`config.mk`:
```
export PLATFORM = sky130hd
export DESIGN_NAME = load_store_unit
export DESIGN_NICKNAME = d
export VERILOG_FILES = /design/src/rtl/amp_pkg.sv /design/src/rtl/lsu_align.sv /design/src/rtl/load_store_unit.sv
export SDC_FILE = /design/constraint.sdc
export NUM_CORES = 1
export LEC_CHECK = 0
export BUFFER_PORTS_ARGS = -buffer_cell sky130_fd_sc_hd__buf_2
export CAP_MARGIN = 0
export CELL_PAD_IN_SITES_DETAIL_PLACEMENT = 1
export CELL_PAD_IN_SITES_GLOBAL_PLACEMENT = 1
export CORE_UTILIZATION = 30
export CTS_CLUSTER_SIZE = 30
export DETAILED_ROUTE_END_ITERATION = 7
export GPL_ROUTABILITY_DRIVEN = 0
export HOLD_SLACK_MARGIN = 0.08
export PLACE_DENSITY_LB_ADDON = 0.1
export SLEW_MARGIN = 10
export SYNTH_ARGS = -nofsm -noshare
export SYNTH_HDL_FRONTEND = slang
export SYNTH_SLANG_ARGS = --single-unit
```
`constraint.sdc`:
```
create_clock -name clk -period 2.2 [get_ports clk]
set_clock_uncertainty 0.05 [all_clocks]
set_input_delay 0.44 -clock clk [delete_from_list [all_inputs] [get_ports clk]]
set_output_delay 0.44 -clock clk [all_outputs]
set_load 0.05 [all_outputs]
```
`src/rtl/amp_pkg.sv`:
```
// Shared definitions for the load/store unit: RV32I funct3 codes, FSM state
// encoding, the latched request payload and small funct3 decode helpers.
// Optional build macro LSU_MISALIGN_TRAP_EN is consumed by load_store_unit.
package amp_pkg;

    localparam int unsigned DW = 32;

    localparam logic [2:0] F3_B  = 3'b000;
    localparam logic [2:0] F3_H  = 3'b001;
    localparam logic [2:0] F3_W  = 3'b010;
    localparam logic [2:0] F3_BU = 3'b100;
    localparam logic [2:0] F3_HU = 3'b101;

    typedef enum logic [2:0] {
        IDLE   = 3'd0,
        ACCESS = 3'd1,
        WAIT   = 3'd2,
        WRITE  = 3'd3,
        RESP   = 3'd4
    } lsu_state_t;

    // Request fields held for the life of one access
    typedef struct packed {
        logic          we;
        logic [2:0]    funct3;
        logic [1:0]    off;
        logic [DW-1:0] wdata;
    } lsu_req_t;

    // Stores only have the B/H/W encodings; unsigned variants are load-only
    function automatic logic f3_legal(input logic we, input logic [2:0] f3);
        case (f3)
            F3_B, F3_H, F3_W: return 1'b1;
            F3_BU, F3_HU:     return !we;
            default:          return 1'b0;
        endcase
    endfunction

    // Halfwords need addr[0]=0, words need addr[1:0]=0
    function automatic logic f3_misaligned(input logic [2:0] f3, input logic [1:0] off);
        case (f3[1:0])
            2'b01:   return off[0];
            2'b10:   return |off;
            default: return 1'b0;
        endcase
    endfunction

    // Clear the low address bits to the natural alignment of the access size
    function automatic logic [1:0] f3_align(input logic [2:0] f3, input logic [1:0] off);
        case (f3[1:0])
            2'b01:   return {off[1], 1'b0};
            2'b10:   return 2'b00;
            default: return off;
        endcase
    endfunction

endpackage

```
`src/rtl/lsu_align.sv`:
```
// Combinational lane logic for the load/store unit.
//  funct3      : RV32I load/store size/sign code
//  off         : byte offset within the word (already aligned to access size)
//  word        : word read from DMEM
//  wdata       : store data (low bits used for SB/SH)
//  load_data_c : extracted and sign/zero-extended load result
//  merged_c    : word with the addressed byte/half replaced by store data
module lsu_align
    import amp_pkg::*;
(
    input  logic [2:0]    funct3,
    input  logic [1:0]    off,
    input  logic [DW-1:0] word,
    input  logic [DW-1:0] wdata,
    output logic [DW-1:0] load_data_c,
    output logic [DW-1:0] merged_c
);

    logic [7:0]  lane_b;
    logic [15:0] lane_h;

    // Little-endian lane select
    always_comb begin
        lane_b = word[7:0];
        case (off)
            2'd0: lane_b = word[7:0];
            2'd1: lane_b = word[15:8];
            2'd2: lane_b = word[23:16];
            2'd3: lane_b = word[31:24];
            default: lane_b = word[7:0];
        endcase
        lane_h = off[1] ? word[31:16] : word[15:0];
    end

    // Load extension
    always_comb begin
        load_data_c = '0;
        case (funct3)
            F3_B:    load_data_c = {{24{lane_b[7]}}, lane_b};
            F3_H:    load_data_c = {{16{lane_h[15]}}, lane_h};
            F3_W:    load_data_c = word;
            F3_BU:   load_data_c = {24'd0, lane_b};
            F3_HU:   load_data_c = {16'd0, lane_h};
            default: load_data_c = '0;
        endcase
    end

    // Store merge: untouched lanes keep the memory value
    always_comb begin
        merged_c = word;
        case (funct3[1:0])
            2'b00: begin
                case (off)
                    2'd0: merged_c[7:0]   = wdata[7:0];
                    2'd1: merged_c[15:8]  = wdata[7:0];
                    2'd2: merged_c[23:16] = wdata[7:0];
                    2'd3: merged_c[31:24] = wdata[7:0];
                    default: merged_c = word;
                endcase
            end
            2'b01: begin
                if (off[1]) merged_c[31:16] = wdata[15:0];
                else        merged_c[15:0]  = wdata[15:0];
            end
            default: merged_c = wdata;
        endcase
    end

endmodule

```
`src/rtl/load_store_unit.sv`:
```
// Load/store unit between the multicycle core and a word-wide, sync-read DMEM.
// Converts RV32I byte/half/word loads and stores into word accesses; sub-word
// stores use read-modify-write. Illegal funct3 (and, with LSU_MISALIGN_TRAP_EN
// defined, misaligned H/W accesses) complete with rsp_err and no DMEM access.
// Without LSU_MISALIGN_TRAP_EN, misaligned addresses are forced to alignment.
//  clk, reset            : clock, synchronous active-high reset
//  req_valid/req_ready   : request handshake (ready only while idle)
//  req_we/funct3/addr/wdata : request payload
//  rsp_valid/rdata/err   : one-cycle completion pulse with result
//  mem_addr/we/wdata     : DMEM word address, write enable, write data
//  mem_rdata             : DMEM read data, one cycle after mem_addr
module load_store_unit
    import amp_pkg::*;
#(
    parameter int unsigned AW    = 10,
    parameter int unsigned WIDTH = 32
)
(
    input  logic             clk,
    input  logic             reset,
    input  logic             req_valid,
    output logic             req_ready,
    input  logic             req_we,
    input  logic [2:0]       req_funct3,
    input  logic [31:0]      req_addr,
    input  logic [WIDTH-1:0] req_wdata,
    output logic             rsp_valid,
    output logic [WIDTH-1:0] rsp_rdata,
    output logic             rsp_err,
    output logic [AW-1:0]    mem_addr,
    output logic             mem_we,
    output logic [WIDTH-1:0] mem_wdata,
    input  logic [WIDTH-1:0] mem_rdata
);

    lsu_state_t       state_q, state_d;
    lsu_req_t         req_q, req_d;
    logic             req_err_c;
    logic             ready_d, rsp_valid_d, rsp_err_d, mem_we_q, mem_we_d;
    logic [WIDTH-1:0] rsp_rdata_d, mem_wdata_d;
    logic [AW-1:0]    mem_addr_d;
    logic [DW-1:0]    load_data_c, merged_c;

    // Upper address bits wrap within DMEM
    logic unused_addr_bits;
    assign unused_addr_bits = ^req_addr[31:AW+2];

    lsu_align u_align (
        .funct3      (req_q.funct3),
        .off         (req_q.off),
        .word        (mem_rdata),
        .wdata       (req_q.wdata),
        .load_data_c (load_data_c),
        .merged_c    (merged_c)
    );

    // Requests that complete immediately with an error
    always_comb begin
`ifdef LSU_MISALIGN_TRAP_EN
        req_err_c = !f3_legal(req_we, req_funct3) ||
                    f3_misaligned(req_funct3, req_addr[1:0]);
`else
        req_err_c = !f3_legal(req_we, req_funct3);
`endif
    end

    // Next state and next registered outputs
    always_comb begin
        state_d     = state_q;
        req_d       = req_q;
        ready_d     = 1'b0;
        rsp_valid_d = 1'b0;
        rsp_err_d   = 1'b0;
        rsp_rdata_d = '0;
        mem_addr_d  = mem_addr;
        mem_we_d    = 1'b0;
        mem_wdata_d = mem_wdata;

        case (state_q)
            IDLE: begin
                ready_d = 1'b1;
                if (req_valid && req_ready) begin
                    ready_d      = 1'b0;
                    req_d.we     = req_we;
                    req_d.funct3 = req_funct3;
                    req_d.off    = f3_align(req_funct3, req_addr[1:0]);
                    req_d.wdata  = req_wdata;
                    if (req_err_c) begin
                        state_d     = RESP;
                        rsp_valid_d = 1'b1;
                        rsp_err_d   = 1'b1;
                    end else begin
                        state_d    = ACCESS;
                        mem_addr_d = req_addr[AW+1:2];
                        // Full-word stores write straight away, no read needed
                        if (req_we && req_funct3 == F3_W) begin
                            mem_we_d    = 1'b1;
                            mem_wdata_d = req_wdata;
                        end
                    end
                end
            end
            ACCESS: begin
                if (req_q.we && req_q.funct3 == F3_W) begin
                    state_d     = RESP;
                    rsp_valid_d = 1'b1;
                end else begin
                    state_d = WAIT;
                end
            end
            WAIT: begin
                if (req_q.we) begin
                    state_d     = WRITE;
                    mem_we_d    = 1'b1;
                    mem_wdata_d = merged_c;
                end else begin
                    state_d     = RESP;
                    rsp_valid_d = 1'b1;
                    rsp_rdata_d = load_data_c;
                end
            end
            WRITE: begin
                state_d     = RESP;
                rsp_valid_d = 1'b1;
            end
            RESP: begin
                state_d = IDLE;
                ready_d = 1'b1;
            end
            default: begin
                state_d = IDLE;
                ready_d = 1'b1;
            end
        endcase
    end

    // State and output registers
    always_ff @(posedge clk) begin
        if (reset) begin
            state_q   <= IDLE;
            req_q     <= '0;
            req_ready <= 1'b1;
            rsp_valid <= 1'b0;
            rsp_err   <= 1'b0;
            rsp_rdata <= '0;
            mem_addr  <= '0;
            mem_we_q  <= 1'b0;
            mem_wdata <= '0;
        end else begin
            state_q   <= state_d;
            req_q     <= req_d;
            req_ready <= ready_d;
            rsp_valid <= rsp_valid_d;
            rsp_err   <= rsp_err_d;
            rsp_rdata <= rsp_rdata_d;
            mem_addr  <= mem_addr_d;
            mem_we_q  <= mem_we_d;
            mem_wdata <= mem_wdata_d;
        end
    end

    // Suppress a pending write in the very cycle reset arrives
    assign mem_we = mem_we_q & ~reset;

endmodule

```
Yosys cells after proc, flatten, opt, wreduce, memory -nomap -nowiden

Cells that the tools add are included.

Bits of input ports: 103
Bits in registers: 119
Word-level logic and storage cells: 89
Output and inout bits: 78

Eq/ne operators: 21
Bitwise operators: 4
Muxes and demuxes: 34
Reduce and logical (&&, ||, !) cells: 18

Operator list:

| operator           | count |
|---|---|
| $pmux 32 s5        | 1 |
| $mux 32            | 4 |
| $pmux 32 s2        | 2 |
| $mux 16            | 3 |
| $mux 8             | 4 |
| $pmux 8 s4         | 1 |
| $eq 3x2->1 const B | 4 |
| $eq 3x3->1 const B | 4 |
| $mux 3             | 4 |
| $pmux 3 s4         | 1 |
| $eq 3x1->1 const B | 3 |
| $logic_not 3->1    | 3 |
| $mux 1             | 9 |
| $reduce_or 3->1    | 3 |
| $ne 2x2->1 const B | 4 |
| $eq 2x1->1 const B | 3 |
| $eq 2x2->1 const B | 3 |
| $pmux 1 s2         | 3 |
| $reduce_and 5->1   | 1 |
| $logic_not 2->1    | 2 |
| $pmux 1 s4         | 1 |
| $pmux 2 s2         | 1 |
| $reduce_or 2->1    | 2 |
| $logic_and 1x1->1  | 3 |
| 6 further kinds    | 8 |

Longest topological paths before layout

Gate-level depths: netlist of run 1.

Depth in word-level cells: 6
Gate-level depth with buffers: 8
Mapped depth without buffers: 6

Hierarchy

A second synthesis of run 1 with hierarchy kept.

Cell total of the unflattened synthesis: 680
Area total of the unflattened synthesis: 5858.1 µm²

By module, submodules not included:

| module          | cells each | area an instance (µm²) | seq. area each (µm²) | times used |
|---|---|---|---|---|
| load_store_unit | 457        | 4357.9                 | 2382.3               | 1 |
| lsu_align       | 223        | 1500.2                 | 0.0                  | 1 |

Least setup slack after synthesis of run 1

No wires, ideal clock.

Path type: flip-flop to flip-flop
From: register req_ready
To: register mem_addr[0]
Arrival time: 1.690 ns
Buffers on the path: 1
Period minus slack after synthesis: 1.867 ns
Stages on the path, launching flop included: 6
Data required time: 2.022 ns
Setup time: 0.128 ns
Setup slack: 0.333 ns
Path through: dfxtp_1 nand4bb_4 a2111oi_2 buf_2 mux2i_1 nor2_1

Cells in the longest elaborated chain, start to end: 2

RTL lines:

| what                       | RTL line               | RTL |
|---|---|---|
| start: declaration         | load_store_unit.sv:22  | `output logic req_ready,` |
| start signal: assignment   | load_store_unit.sv:152 | `req_ready <= ready_d;` |
| $logic_and 1x1->1          | load_store_unit.sv:82  | `if (req_valid && req_ready) begin` |
| $reduce_and 3->1 (no line) | -                      |  |
| end signal: assignment     | load_store_unit.sv:156 | `mem_addr <= mem_addr_d;` |
| end: declaration           | load_store_unit.sv:30  | `output logic [AW-1:0] mem_addr,` |

No other way between the ends.
A chain may end at the register's enable or synchronous reset.

Worst setup path in the final report of run 1

From: register req_q[35] (netlist bit)
To: register rsp_rdata[12]

Cells in the longest elaborated chain, start to end: 2
Elaborated cells on any way between the ends: 6
Those cells by class: eq/ne (4); mux (1); reduce/logical (1)

RTL lines:

| what                               | RTL line               | RTL |
|---|---|---|
| start: declaration                 | load_store_unit.sv:37  | `lsu_req_t req_q, req_d;` |
| start signal: assignment           | load_store_unit.sv:151 | `req_q <= req_d;` |
| $eq 3x3->1 (tied with other cells) | lsu_align.sv:38        | `case (funct3)` |
| $pmux 32 s5 *                      | lsu_align.sv:38        |  |
| end signal: assignment             | load_store_unit.sv:155 | `rsp_rdata <= rsp_rdata_d;` |
| end: declaration                   | load_store_unit.sv:28  | `output logic [WIDTH-1:0] rsp_rdata,` |

Mark *: on every way between the ends. The rest lies on a longest branch, timed or not.

==> results of run 1 <==
power groups by stage:
| stage | combinational (mW) | sequential (mW) | clock (mW) |
|---|---|---|---|
| finish | 0.923 | 2.33 | 2.68 |
| CTS | 0.929 | 2.33 | 2.76 |
| detailed placement | 0.925 | 2.38 | 0 |
| floorplan | 0.521 | 2.44 | 0 |
| global route | 1.00 | 2.34 | 2.86 |
| global placement | 0.901 | 2.37 | 0 |
worst min path at each step:
stage	startpoint	to	slack, ps	cells after the start
global placement	mem_wdata[4]	mem_wdata[4]	400	1
global route	req_addr[11]	mem_addr[9]	200	3
detailed placement	mem_wdata[9]	mem_wdata[9]	400	1
CTS	req_addr[11]	mem_addr[9]	190	3
floorplan	req_q[16]	req_q[16]	390	2
finish	req_addr[6]	mem_addr[4]	210	3
kinds of logic (layout without fill, tap and decap cells):
family | count (synthesis) | in the layout
simple gates | 184 | 184
fa+ha+maj | 3 | 3
buf+inv | 61 | 227
mux | 53 | 53
compound gates | 206 | 206
flops | 119 | 119
synth_stat cells, types with 8 or more instances:
cell	n	area share
a21boi_0	8	0.011
a21oi_1	79	0.070
a221oi_2	8	0.021
a22oi_1	16	0.021
a31o_2	8	0.012
a32o_1	24	0.042
buf_2	17	0.015
clkbuf_1	25	0.017
dfxtp_1	119	0.42
mux2_2	8	0.016
mux2i_1	38	0.067
nand2_1	96	0.063
nand2b_1	30	0.033
nor2_1	32	0.021
o211ai_1	8	0.011
o21ai_0	17	0.015
o21ai_1	8	0.0071
o221ai_1	8	0.012
registers in the layout, summed over array words and instances, names as in the netlist:
name	count
rsp_err	1
mem_wdata	32
req_ready	1
req_q	38
rsp_valid	1
mem_addr	10
rsp_rdata	32
mem_we_q	1
state_q	3
metrics by stage:
step	cell area, um2	hold slack, ps	power, mW	worst slack, ps	cells
floorplan	5680	386	2.96	333	626
detailed placement	6740	398	3.30	143	989
global route	7300	196	6.21	5.59	1021
CTS	7300	193	6.02	196	1021
global placement	6740	396	3.27	233	989
finish	7300	211	5.94	172	1021
layout make-up:
class / count / area (um2) / share of cell area
Timing Repair Buffer: 188 / 1040 / 0.142
Clock inverter: 13 / 131 / 0.0180
Clock buffer: 19 / 433 / 0.0593
Multi-Input combinational cell: 446 / 3010 / 0.412
Tap cell: 229 / 287 / 0.0392
Sequential cell: 119 / 2380 / 0.326
Inverter: 7 / 26.3 / 0.00360
worst register-to-register path: stages (launching register included):
cell,delay [ps]
dfxtp_1,640
nand2b_1,180
o22ai_1,630
a22oi_1,230
a21oi_1,210
placed cells by master (no fill, tap or decap), types with 6 or more instances in the layout:
cell type,instances
a221oi_2,8
clkinv_2,6
o221ai_1,8
dfxtp_1,119
a31o_2,8
mux4_2,7
mux2_2,8
a21boi_0,8
a22oi_1,16
a22o_1,7
o211ai_1,8
clkbuf_16,17
o21ai_0,17
o21ai_1,8
nand2_1,96
buf_4,26
a32o_1,24
mux2i_1,38
inv_1,6
buf_2,160
nand2b_1,30
a21oi_1,79
nor2_1,31
per-layer routing:
metal | track usage | wire [um] | vias up | part of all wire
li1 | - | - | 2589 | -
met2 | 0.364 | 9770 | 170 | 0.47
met5 | 0 | 0 | - | 0
met4 | 0.0665 | 428 | 0 | 0.021
met1 | 0.283 | 9450 | 2650 | 0.45
met3 | 0.0496 | 1200 | 30 | 0.058
==> summary.md, run 1 <==
| Metric | Value |
|---|---|
| Outcome | complete, no violations |
| First-pass GRT wire length | 32700 um |
| CTS Buf Count | 17 |
| Final setup viols | 0 |
| NumNets Final | 885 |
| CTS max path bufs | 2 |
| Ys async rst share | 0 |
| Fin util | 0.400 |
| DRT iter0 DRCs | 266 |
| Final worst path period share | 0.922 |
| Fmax | ~490 MHz |
| Syn_area_per_cell | 9.07 um2 |
| Tightest Pin Transition | between 800 and 900 ps |
| Sw frac | 0.288 |
| CTS root buffer | clkbuf_16 |
| HP Class | in -> reg |
| Levels on crit path | 4 |
| Vias/cell | 5.33 |
| Antenna Violating Nets Remaining | 0 |
| Gr ovfl total | 0 |
| Logic pwr share | 0.155 |
| Initial Util | 0.311 |
| Slowest CP cell | dfxtp_1 |
| Final wirelength | approximately 21000 um |
| P_sw | 1.71 mW |
| Worst path arrival time | between 2000 and 2500 ps |
| Share of layout cells above drive strength 1 | 0.327 |
| Max-slew violation count | 0 |
| # Post-CTS Setup Buffers | 0 |
| Syn Inst Count | 626 |
| Number of flops mapped to enable cells by yosys | 0 |
| Largest net degree at the start of global routing | 45 |
| Chip width | between 100 and 150 um |
| Area Growth Syn to Fin | 28.6% |
| Final hold vios | 0 |
| Leak pwr | 3.19 nW |
| Simple-gate share of the synthesized area | 0.154 |
| Post-Syn Area | 0.00568 mm2 |
| FF+latch count, synth | 119 |
| Vias in the first global route | 5641 |
| Drt wl/cell | 20.4 um |
| Crit-path cells | nand2b_1, o22ai_1, a22oi_1, a21oi_1 |
| Compound-gate portion of the synthesized area | 0.256 |
| Die height | 140 um |
| Int Pwr | 4.23 mW |
| Vias | 5439 |
| Largest family of logic cells by synthesized area | compound AO/OA/AOI/OAI gates |
| Synth warnings | 0 |
| Slew headroom | 0.421 |
| Reg-to-reg startpoint | req_q[35] |
| Resize count post-CTS | 0 |
| Reg-to-reg setup timing slack | 170 ps |
| Hpwl dp | 15500 um |
| Yosys cell types | 53 |
| Syn nets | 732 |
| Critical path launch point type | flop |
| Crit Path Class | reg -> reg |
| PwrDens | around 810 mW/mm2 |
| Buffers plus inverters on the worst setup path | 0 |
| CP startpoint | req_q[35] |
| # diodes | 0 |
| Buffers added on ports | 160 |
| Largest stage delay, worst path | 640 ps |
| Initial antenna violation count | 0 |
| WP data required | about 2500 ps |
| Max FO, Critical Path | 13 |
| Mux contribution to synthesized area | 0.111 |
| Hold Buf Count CTS | 0 |
| IO Count | 181 |
| Drt drc | 0 |
| R2r endpoint | rsp_rdata[12] |
| Cell family with most CP delay | compound AO/OA/AOI/OAI gates |
| Post-synthesis sequential area ratio | 0.419 |
| Setup_tns | 0 ps |
| Crit path to | rsp_rdata[12] |
| CTS Sinks | 119 |
| Power share of the clock group | 0.452 |
| DR pass1 iterations | 4 |
| Row cnt | 49 |
| Fill cells | 2172 |
| Worst Setup End Kind | flop |
| Clock transition at path regs | 60 ps |
| Sequential Power Share | 0.393 |
| Peak VDD IR | 0.000510 V |
| H-tree depth reported by CTS | 4 |
| Adder-cell share of the synthesized area | 0.00661 |
| Top_reg_cell synth | dfxtp_1 |
| Total GRT Usage | 0.220 |
| Core area | 0.0183 mm2 |
| Clk_lat worst skew | 420 ps |
| RSZ-0062 raised after global routing | false |
| # Max-Cap Violations | 0 |
| CTS tree | done |
| Min cycle time layout | 2030 ps |
| Area of the die | 0.0195 mm2 |
| XOR/XNOR share of the synthesized area | 0 |
| R2R depth | 4 |
No activity file was read; power rests on OpenSTA's default activity.
==> inputs of run 2 (changes only) <==
--- a/config.mk
+++ b/config.mk
@@ -15,6 +15,7 @@
 export GPL_ROUTABILITY_DRIVEN = 0
 export HOLD_SLACK_MARGIN = 0.08
 export PLACE_DENSITY_LB_ADDON = 0.1
+export RECOVER_POWER = 25
 export SLEW_MARGIN = 10
 export SYNTH_ARGS = -nofsm -noshare
 export SYNTH_HDL_FRONTEND = slang
==> constraint.sdc (replaced) <==
create_clock -name clk -period 1.8 [get_ports clk]
set_clock_uncertainty 0.05 [all_clocks]
set_input_delay 0.36 -clock clk [delete_from_list [all_inputs] [get_ports clk]]
set_output_delay 0.36 -clock clk [all_outputs]
set_load 0.05 [all_outputs]
==> run 2 against run 1 <==
- design area up 3.5%
- worst hold slack worse by 75 ps
- critical path depth unchanged
- non-clock buffer count up 23
- total power up 26%
- first-iteration DRC count up 4.9%
- maximum frequency up 17%
- critical path type unchanged
- largest cell class unchanged
==> summary.md, run 2 (synthesis results as in run 1) <==
| Metric | Value |
|---|---|
| NumNets Final | 908 (+2.6%) |
| Worst Setup End Kind | flop |
| CTS max path bufs | 2 (unchanged) |
| Initial antenna violation count | 0 (unchanged) |
| Worst path arrival time | 2000 ps (-310 ps) |
| Clock transition at path regs | 60 ps (about the same) |
| Final wirelength | 21300 um (+2.1%) |
| Tightest Pin Transition | 646 ps (-220 ps) |
| Slowest CP cell | mux4_2 |
| Buffers plus inverters on the worst setup path | 1 (+1) |
| H-tree depth reported by CTS | 4 (unchanged) |
| Final worst path period share | 0.966 (+0.0444) |
| FF+latch area | 0.00239 mm2 (+0.21%) |
| # Post-CTS Setup Buffers | 0 (unchanged) |
| PwrDens | 991 mW/mm2 (+22%) |
| # diodes | 0 (unchanged) |
| CTS tree | done |
| Max reg flops | 38 (unchanged) |
| Fill cells | 2160 (-0.55%) |
| Chip width | 140 um (unchanged) |
| HP Class | in -> reg |
| Reg-to-reg setup timing slack | 60 ps (-110 ps) |
| CP startpoint | req_q[34] |
| Levels on crit path | 4 (unchanged) |
| Min cycle time layout | 1740 ps (-289 ps) |
| Row cnt | 49 (unchanged) |
| Hold Slack | 135 ps (-75.5 ps) |
| Reg with most FFs | req_q |
| Peak VDD IR | 0.000685 V (+34%) |
| Total GRT Usage | 0.223 (+0.00380) |
| Area Growth Syn to Fin | 33.1% |
| Vias in the first global route | 5797 (+2.8%) |
| Core area | 0.0183 mm2 (unchanged) |
| Vias/cell | 5.38 (+0.91%) |
| Dpl cells | 1012 (+2.3%) |
| Largest net degree at the start of global routing | 35 (-22%) |
| Max-slew violation count | 0 (unchanged) |
| Gr ovfl total | 0 (unchanged) |
| Die height | 140 um (unchanged) |
| Largest stage delay, worst path | 520 ps (-120 ps) |
| Share of layout cells above drive strength 1 | 0.303 (-0.0240) |
| Final hold vios | 0 (unchanged) |
| Max FO, Critical Path | 16 (+3) |
| Final Power | 7.49 mW (+26%) |
| WP data required | 2060 ps (-430 ps) |
| IO Count | 181 (unchanged) |
| Buffers added on ports | 160 (unchanged) |
| Drt drc | 0 (unchanged) |
| Crit Path Class | reg -> reg |
| Fmax | 575 MHz (+17%) |
| CTS Buf Count | 17 (unchanged) |
| # Max-Cap Violations | 0 (unchanged) |
| Crit path to | rsp_rdata[0] |
| Commonest non-fill, non-tap cell in the layout | dfxtp_1 |
| Critical path launch point type | flop |
| Area of the die | 0.0195 mm2 (unchanged) |
| R2r endpoint | rsp_rdata[0] |
| Multi-input logic area | 0.00304 mm2 (+0.96%) |
| Clk_lat worst skew | 420 ps (about the same) |
| CTS root buffer | clkbuf_16 |
| Worst Setup Slack, final | 60.7 ps (-111 ps) |
| Crit-path cells | nand2b_1, buf_4, mux4_2, a22o_1 |
| Leak pwr | 3.13 nW (-2.1%) |
| Regs by FF count | req_q (38), mem_wdata (32), rsp_rdata (32) |
| DR pass1 iterations | 5 (+1) |
| Setup_tns | 0 ps (unchanged) |
| First-pass GRT wire length | 33100 um (+1.3%) |
| Initial Util | 0.311 (unchanged) |
| DRT iter0 DRCs | 279 (+4.9%) |
| Cell family with most CP delay | multiplexers |
| Final setup viols | 0 (unchanged) |
| Antenna Violating Nets Remaining | 0 (unchanged) |
| Slew headroom | 0.571 (+0.150) |
| Reg-to-reg startpoint | req_q[34] |
| CTS Sinks | 119 (unchanged) |
| Hpwl dp | 15900 um (+2.6%) |
| Vias | 5612 (+3.2%) |
| Outcome | complete, no violations |
| Dpl ws | -162 ps (-305 ps) |
| RSZ-0062 raised after global routing | false |
| Fin cells | 1044 (+2.3%) |
| R2R depth | 4 (unchanged) |
| Commonest cells after routing, fill and taps aside | 115 x dfxtp_1, 113 x buf_2, 95 x nand2_1, 79 x a21oi_1, 47 x clkbuf_1 |
| Drt wl/cell | 20.4 um (-0.19%) |
run 2: changes by cell type in the layout (fill, tap and decap cells not counted), sizes merged:
cell / previous run / this run
clkbuf: 19 / 65
buf: 188 / 164
clkinvlp: 2 / 7
clkinv: 9 / 5
run 2: area by class of cell:
cell class | instances | area share
Multi-Input combinational cell | 446 | 0.402
Sequential cell | 119 | 0.316
Timing Repair Buffer | 211 | 0.163
Clock buffer | 18 | 0.0581
Tap cell | 229 | 0.0379
Clock inverter | 14 | 0.0202
Inverter | 7 | 0.00348
run 2: worst min path at each step:
| stage | endpoint | startpoint | cells past startpoint |
|---|---|---|---|
| after floorplan | req_q[16] | req_q[16] | 2 |
| after global placement | mem_wdata[14] | mem_wdata[14] | 1 |
| after detailed placement | mem_wdata[14] | mem_wdata[14] | 1 |
| after CTS | mem_addr[4] | req_addr[6] | 3 |
| after global routing | req_q[17] | req_wdata[17] | 3 |
| final | mem_addr[4] | req_addr[6] | 3 |
run 2: repair_timing:
item / in CTS / in global routing
hold buffers: 0 / 0
gates resized for setup: 5 / 7
pin swaps: 0 / 1
setup endpoints to repair: 23 / 33
run 2: per-stage QoR:
stage / cell area [um2] / util
5_1_grt: 7560 / 0.414
3_5_place_dp: 6990 / 0.383
2_1_floorplan: 5680 / -
3_3_place_gp: 6990 / 0.383
4_1_cts: 7600 / 0.416
6_report: 7560 / 0.414
run 2: power breakdown:
part | internal [mW] | switching (mW)
logic | 0.472 | 0.758
clock network | 2.08 | 1.34
registers | 2.75 | 0.0987
run 2: metal layers:
layer | GRT usage | up-vias | wire, um
met5 | 0 | - | 0
met4 | 0.0787 | 0 | 278
met3 | 0.0396 | 22 | 1020
met2 | 0.379 | 184 | 10400
met1 | 0.284 | 2765 | 9550
li1 | - | 2641 | -
run 2: worst reg2reg max path, cell delays in order, from the launching register on:
cell and delay (ps):
dfxtp_1 340, nand2b_1 270, buf_4 270, mux4_2 520
a22o_1 190
==> inputs of run 3 (changes only) <==
--- a/config.mk
+++ b/config.mk
@@ -14,6 +14,7 @@
 export DETAILED_ROUTE_END_ITERATION = 7
 export GPL_ROUTABILITY_DRIVEN = 0
 export HOLD_SLACK_MARGIN = 0.08
+export MAX_ROUTING_LAYER = met4
 export PLACE_DENSITY_LB_ADDON = 0.1
 export RECOVER_POWER = 25
 export SLEW_MARGIN = 10
==> run 3 against run 2 <==
- total power hardly changed
- routed wire length is 0.13% higher
- core utilization stayed put
- non-clock buffer count stayed put
- die area stayed put
- cell count stayed put
- via count is 0.64% lower
- largest power group unchanged
==> summary.md, run 3 (synthesis results as in run 1) <==
| Metric | Value |
|---|---|
| CTS max path bufs | 2 (unchanged) |
| Worst Setup End Kind | flop |
| Gr ovfl total | 0 (unchanged) |
| Leak pwr | 3.13 nW (unchanged) |
| Post-DP Area | 0.00699 mm2 (unchanged) |
| Final setup viols | 0 (unchanged) |
| # Post-CTS Setup Buffers | 0 (unchanged) |
| Logic pwr share | 0.164 (about the same) |
| # diodes | 0 (unchanged) |
| DR pass1 iterations | 5 (unchanged) |
| Largest net degree at the start of global routing | 35 (unchanged) |
| Regs by FF count | req_q (38), mem_wdata (32), rsp_rdata (32) |
| RSZ-0062 raised after global routing | false |
| Final worst path period share | 0.963 (-0.00303) |
| Drt wl/cell | 20.4 um (+0.13%) |
| Max reg flops | 38 (unchanged) |
| DRT iter0 DRCs | 354 (+27%) |
| Peak VDD IR | 0.000689 V (+0.72%) |
| Max-slew violation count | 0 (unchanged) |
| Crit Path Class | reg -> reg |
| Vias | 5576 (-0.64%) |
| Drt drc | 0 (unchanged) |
| Sw frac | 0.293 (-0.000466) |
| Core area | 0.0183 mm2 (unchanged) |
| CTS Sinks | 119 (unchanged) |
| Critical path launch point type | flop |
| Int Pwr | 5.30 mW (about the same) |
| Fmax | 577 MHz (+0.31%) |
| Initial antenna violation count | 0 (unchanged) |
| Clk_lat worst skew | 420 ps (about the same) |
| Vias/cell | 5.34 (-0.64%) |
| Tightest Pin Transition | 645 ps (-0.935 ps) |
| Buffers added on ports | 160 (unchanged) |
| NumNets Final | 908 (unchanged) |
| Area Growth Syn to Fin | 33.1% (unchanged) |
| Design area | 0.00756 mm2 (unchanged) |
| CTS root buffer | clkbuf_16 |
| Commonest non-fill, non-tap cell in the layout | dfxtp_1 |
| WHS Path Cells | 3 (unchanged) |
| # Max-Cap Violations | 0 (unchanged) |
| Min cycle time layout | 1730 ps (-5.46 ps) |
| Clock transition at path regs | 60 ps (about the same) |
| Share of layout cells above drive strength 1 | 0.303 (unchanged) |
| Fill cells | 2160 (unchanged) |
| CTS Buf Count | 17 (unchanged) |
| R2R depth | 4 (unchanged) |
| Power share of the clock group | 0.456 (about the same) |
| Max FO, Critical Path | 16 (unchanged) |
| H-tree depth reported by CTS | 4 (unchanged) |
| Chip width | 140 um (unchanged) |
| WP data required | 2060 ps (about the same) |
| Antenna Violating Nets Remaining | 0 (unchanged) |
| HP Class | in -> reg |
| Worst path arrival time | 2000 ps (about the same) |
| Outcome | complete, no violations |
| Commonest cells after routing, fill and taps aside | 115 x dfxtp_1, 113 x buf_2, 95 x nand2_1, 79 x a21oi_1, 47 x clkbuf_1 |
| IO Count | 181 (unchanged) |
| CTS tree | done |
| Hpwl dp | 15900 um (unchanged) |
| Final hold vios | 0 (unchanged) |
| Area of the die | 0.0195 mm2 (unchanged) |
| Total GRT Usage | 0.230 (+0.00681) |
| Vias in the first global route | 5799 (+0.035%) |
| P_sw | 2.19 mW (-0.24%) |
| Slew headroom | 0.572 (+0.000620) |
| Row cnt | 49 (unchanged) |
| First-pass GRT wire length | 33100 um (about the same) |
| Die height | 140 um (unchanged) |
| PwrDens | 991 mW/mm2 (about the same) |
| Initial Util | 0.311 (unchanged) |
| Hold Slack | 134 ps (-1.08 ps) |
| Sequential Power Share | 0.380 (about the same) |
| Final wirelength | 21300 um (+0.13%) |
| Reg with most FFs | req_q |
run 3: cell counts in the layout (fill, tap and decap cells not counted):
No cell type changed its count.
run 3: cell type report:
type | count | area, um2 | area share
clock buffer | 18 | 439 | 0.0581
clock inverter | 14 | 153 | 0.0202
inverter | 7 | 26.3 | 0.00348
multi-input combinational | 446 | 3040 | 0.402
sequential | 119 | 2390 | 0.316
tap | 229 | 287 | 0.0379
timing repair buffer | 211 | 1230 | 0.163
run 3: path summary, 6_finish.rpt:
check,to,startpoint,slack (ps)
hold / removal,mem_addr[4],req_addr[6],130
hold reg to reg,mem_wdata[14],mem_wdata[14],410
setup reg to reg,rsp_rdata[0],req_q[34],70
setup / recovery,rsp_rdata[0],req_q[34],70
run 3: worst max-delay path, stage by stage, from the launching register on:
cell	delay (ps)
dfxtp_1	340
nand2b_1	270
buf_4	260
mux4_2	520
a22o_1	190
run 3: power by group through the flow:
stage	Combinational [mW]	Clock (mW)	Sequential, mW
finish	1.23	3.41	2.84
global route	1.33	3.63	2.86
CTS	1.24	3.49	2.84
detailed placement	1.23	0	2.89
global placement	1.20	0	2.89
floorplan	0.637	0	2.98
run 3: per-stage QoR:
stage / std cells / total power, mW / util / worst slack (ps) / setup TNS, ps
3_3_place_gp: 1012 / 4.09 / 0.383 / -53.3 / -494
6_report: 1044 / 7.49 / 0.414 / 66.1 / 0
5_1_grt: 1044 / 7.82 / 0.414 / 0.989 / 0
4_1_cts: 1044 / 7.57 / 0.416 / 2.73 / 0
2_1_floorplan: 626 / 3.61 / - / 75.6 / 0
3_5_place_dp: 1012 / 4.13 / 0.383 / -162 / -1760
run 3: metal layers:
| layer | part of all wire | global-route usage | wire length, um |
|---|---|---|---|
| met5 | 0 | - | 0 |
| met4 | 0.012 | 0.0700 | 265 |
| met3 | 0.051 | 0.0444 | 1090 |
| met2 | 0.49 | 0.380 | 10500 |
| met1 | 0.45 | 0.284 | 9500 |
run 3: repair_timing:
item | in CTS | in global routing
gates cloned | 0 | 0
hold buffers | 0 | 0
resized for setup | 5 | 7
endpoints found under the setup margin | 23 | 31
pin swaps | 0 | 1
